$ cat src/rtl/aes256_round_seq.sv
// Round/step sequencer for the AES-256 core: drives the shared round and step counters,
// arbitrates the single S-box between key expansion and state columns, and runs the start/result handshake.
module aes256_round_seq #(
    parameter int NR        = 14,
    parameter int NSTEP     = 5,
    parameter int PARK_STEP = 5
) (
    input  logic       clk,
    input  logic       reset,
    input  logic       start,
    input  logic       hold,
    input  logic       out_ready,
    output logic       busy,
    output logic       out_valid,
    output logic       done,
    output logic [3:0] rnd_cnt,
    output logic [2:0] step,
    output logic       load_key,
    output logic       sbox_key,
    output logic       key_word_sel,
    output logic [1:0] col_idx,
    output logic       col_en,
    output logic       mix_en,
    output logic       first_rnd,
    output logic       last_rnd
);

    typedef enum logic [1:0] {
        ST_IDLE = 2'd0,
        ST_RUN  = 2'd1,
        ST_OUT  = 2'd2
    } state_t;

    localparam logic [3:0] NR_C      = 4'(NR);
    localparam logic [2:0] LAST_STEP = 3'(NSTEP - 1);
    localparam logic [2:0] PARK_C    = 3'(PARK_STEP);

    state_t     state_q, state_d;
    logic [3:0] rnd_q, rnd_d;
    logic [2:0] step_q, step_d;
    // Remembers that the previous edge was a stall, so a frozen column is not written twice.
    logic       held_q, held_d;

    // Next-state and counter sequencing.
    always_comb begin
        state_d = state_q;
        rnd_d   = rnd_q;
        step_d  = step_q;
        held_d  = 1'b0;
        case (state_q)
            ST_IDLE: begin
                rnd_d  = 4'd0;
                step_d = PARK_C;
                if (start) begin
                    state_d = ST_RUN;
                    step_d  = 3'd0;
                end else begin
                    state_d = ST_IDLE;
                end
            end
            ST_RUN: begin
                held_d = hold;
                if (hold) begin
                    state_d = ST_RUN;
                end else if (step_q == LAST_STEP) begin
                    if (rnd_q == NR_C) begin
                        state_d = ST_OUT;
                        step_d  = PARK_C;
                    end else begin
                        step_d = 3'd0;
                        rnd_d  = rnd_q + 4'd1;
                    end
                end else begin
                    step_d = step_q + 3'd1;
                end
            end
            ST_OUT: begin
                if (out_ready) begin
                    state_d = ST_IDLE;
                    rnd_d   = 4'd0;
                    step_d  = PARK_C;
                end else begin
                    state_d = ST_OUT;
                end
            end
            default: begin
                state_d = ST_IDLE;
                rnd_d   = 4'd0;
                step_d  = PARK_C;
            end
        endcase
    end

    // State, counter and stall-flag registers with synchronous reset.
    always_ff @(posedge clk) begin
        if (reset) begin
            state_q <= ST_IDLE;
            rnd_q   <= 4'd0;
            step_q  <= PARK_C;
            held_q  <= 1'b0;
        end else begin
            state_q <= state_d;
            rnd_q   <= rnd_d;
            step_q  <= step_d;
            held_q  <= held_d;
        end
    end

    assign rnd_cnt = rnd_q;
    assign step    = step_q;

    // Datapath controls decoded from registered state; done is the only input-dependent output.
    always_comb begin
        busy         = 1'b0;
        out_valid    = 1'b0;
        done         = 1'b0;
        load_key     = 1'b0;
        sbox_key     = 1'b0;
        key_word_sel = rnd_q[0];
        col_idx      = 2'd0;
        col_en       = 1'b0;
        mix_en       = 1'b0;
        first_rnd    = 1'b0;
        last_rnd     = 1'b0;
        if (state_q == ST_RUN) begin
            busy      = 1'b1;
            load_key  = (rnd_q == 4'd0) && (step_q == 3'd0);
            sbox_key  = (step_q == 3'd1);
            first_rnd = (rnd_q == 4'd0);
            last_rnd  = (rnd_q == NR_C);
            case (step_q)
                3'd0:    col_idx = 2'd0;
                3'd2:    col_idx = 2'd1;
                3'd3:    col_idx = 2'd2;
                3'd4:    col_idx = 2'd3;
                default: col_idx = 2'd0;
            endcase
            // Round 0 is AddRoundKey only, so no column is written back.
            col_en = (step_q != 3'd1) && (rnd_q != 4'd0) && !held_q;
            mix_en = col_en && (rnd_q != NR_C);
        end else if (state_q == ST_OUT) begin
            busy      = 1'b1;
            out_valid = 1'b1;
            done      = out_ready && !reset;
        end else begin
            busy = 1'b0;
        end
    end

endmodule

$ cat config.mk
export PLATFORM = sky130hd
export DESIGN_NAME = aes256_round_seq
export DESIGN_NICKNAME = d
export VERILOG_FILES = /design/src/rtl/aes256_round_seq.sv
export SDC_FILE = /design/constraint.sdc
export NUM_CORES = 1
export LEC_CHECK = 0
export ABC_AREA = 0
export BUFFER_PORTS_ARGS = -buffer_cell sky130_fd_sc_hd__buf_4
export CAP_MARGIN = 40
export CORE_MARGIN = 2
export CORE_UTILIZATION = 35
export DETAILED_ROUTE_END_ITERATION = 10
export HOLD_SLACK_MARGIN = 0.12
export MAX_ROUTING_LAYER = met4
export PLACE_DENSITY = 0.63
export SYNTH_ARGS = -nofsm -noshare
export SYNTH_HDL_FRONTEND = slang
export SYNTH_SLANG_ARGS = --single-unit
$ cat constraint.sdc
create_clock -name clk -period 2.57 [get_ports clk]
set_clock_uncertainty 0.1 [all_clocks]
set_input_delay 0.6425 -clock clk [delete_from_list [all_inputs] [get_ports clk]]
set_output_delay 0.6425 -clock clk [all_outputs]
set_load 0.01 [all_outputs]
==> results.tsv <==
metric	value	unit
width of the die	50.7	µm
gr usage total	15.0	%
final wirelength	1.71	mm
crit path time final	2.44	ns
antenna violations before repair	0	
WL met1	852	µm
DR WL met2	745	µm
synthesis-to-layout area growth	29.5	%
biggest area consumer among synthesized cells	dfxtp_1	
Post-synth EDFFs	0	
Tcrit/Tclk final	95.0	%
Port Buffer Count	23	
NumNets Final	138	
Rows	16	
remaining global-route overflow	0	
uppermost layer routed	met4	
Die Y	50.7	µm
fillers	222	
CP startpoint kind	register	
post-synthesis async set-or-reset flop share	0	%
worst-margin pin slew	0.420	ns
DR iter-0 viols	9	
CP arrival	1.70	ns
Die ar.	2570	µm²
Rel. slew slack	71.7	%
number of max-cap violations	0	
Clock Path Buffers	2	
core area	2000	µm²
Max Slew Vio Count	0	
most frequent cell after synthesis	ha_1	
drt pass-1 iters	4	
Syn Nets	113	
post-synthesis sequential area ratio	26.2	%
ratio of cells with drive above 1 in the final layout	26.1	%
post-synthesis cell count	96	
clk slew on worst S/H paths	0.07	ns
Netlist cell types	30	
outcome	completed	
PnR worst setup slack	0.128	ns
WL/cell	11.7	µm
metal3 WL	92	µm
CTS Sinks	10	
Post-CTS Hold Buffers	0	
multi-input combinational cell area	523	µm²
synth warn	0	
fmax	409	MHz
Routed Antenna Nets	0	
Crit Path Category	reg -> out	
TritonCTS clock tree	built	
DRC Markers	0	
endpoints failing hold	0	
ys flop type	dfxtp_1	
ANT cells	0	
Commonest cells post-synth	ha_1, a21oi_1, dfxtp_1, nand2_1, inv_1	
largest cells by area after synthesis	dfxtp_1, ha_1, a21oi_1	
pwr dens	400	nW/µm²
postcts setup bufs	0	
CTS Buf Count	3	
worst endpoint required time	1.83	ns
mapped cell area	764	µm²
# setup viols final	0	
Clock Latency Late Sink	0.26	ns
initial core utilization	38.2	%
top cell type's share of synthesized area	26.2	%
worst slack, placed	0.269	ns
largest net degree at the start of global routing	12	
register area	200	µm²
Hold Crit Class	reg -> reg	
DR vias	714	
I/O Pins	24	
setup_tns	0	ns
Tot Pwr	0.000396	W
GP Congestion	0.753	
maximum VDD drop	0.306	mV
mean area per synthesized cell	7.96	µm²
Worst Setup End Kind	output port	
Leak	0.440	nW
vias in the first global route	684	
root buffer cell	clkbuf_4	
Yosys reg bits	10	
dpl hpwl	1.36	mm
H-tree Lvls	1	
vias per cell	4.89	
first-pass GRT wire length	2.92	mm
Crit Path Max Fanout	10	
cell families after synthesis:
kind of cell             share of synthesized area [%]
adder cells (fa/ha/maj)                           19.6
flip-flops                                        26.2
buffers and inverters                             6.55
multiplexers                                      1.31
AND/OR/NAND/NOR                                   33.1
AO/OA/AOI/OAI                                     13.3
final timing paths:
check,start,slack (ns),to,depth (start not counted)
min,step[1],0.43,step[1],2
min reg2reg,step[1],0.43,step[1],2
max reg2reg,state_q[1],0.41,rnd_cnt[3],7
max,state_q[1],0.13,mix_en,6
timing repair:
item / CTS / global route
gates resized for setup: 1 / 1
cloned: 0 / 0
endpoints found under the setup margin: 1 / 1
layout by cell type, fill, tap and decap left out, drive strengths merged, types with 2 or more instances in the layout:
cell	count
buf	24
dfxtp	10
o21ai	3
nor2	4
nor3	2
nand4	3
a21oi	11
or3	2
nand2	9
ha	12
clkbuf	3
nand3	4
nor2b	4
and2	3
nand2b	4
inv	8
stage by stage:
step | cells | util (%) | cell area [µm²] | hold WS [ns]
5_1_grt | 146 | 49.4 | 990 | 0.452
2_1_floorplan | 96 | - | 764 | 0.418
3_5_place_dp | 143 | 47.9 | 958 | 0.419
4_1_cts | 146 | 49.1 | 983 | 0.430
6_report | 146 | 49.4 | 990 | 0.426
3_3_place_gp | 143 | 47.9 | 958 | 0.415
power by group:
group	switching, W	internal, W	leakage, nW
sequential	0.0000125	0.000163	0.0815
combinational	0.0000605	0.0000535	0.345
clock	0.0000523	0.0000540	0.0138
total	0.000125	0.000271	0.440
layout make-up:
type                            count  share of cell area (%)
Inverter                            8                    3.03
Sequential cell                    10                    20.2
Multi-Input combinational cell     74                    52.8
Clock buffer                        3                    2.28
Tap cell                           27                    3.41
Timing Repair Buffer               24                    18.2
worst max-delay path, cell delays in order, from the launching register on:
cell     delay [ns]
dfxtp_1        0.35
inv_1          0.10
ha_2           0.28
inv_1          0.12
nor4_2         0.31
and2_1         0.17
buf_4          0.11
flip-flops by register name, indices dropped and copies added (netlist names):
signal,flops
rnd_cnt,4
step,3
state_q,2
held_q,1
metal layers:
metal | GRT usage [%] | vias up
met5 | - | -
li1 | - | 378
met4 | 5.41 | 0
met2 | 23.0 | 17
met3 | 3.27 | 2
met1 | 19.4 | 317
(Power assumes the default switching activity.)
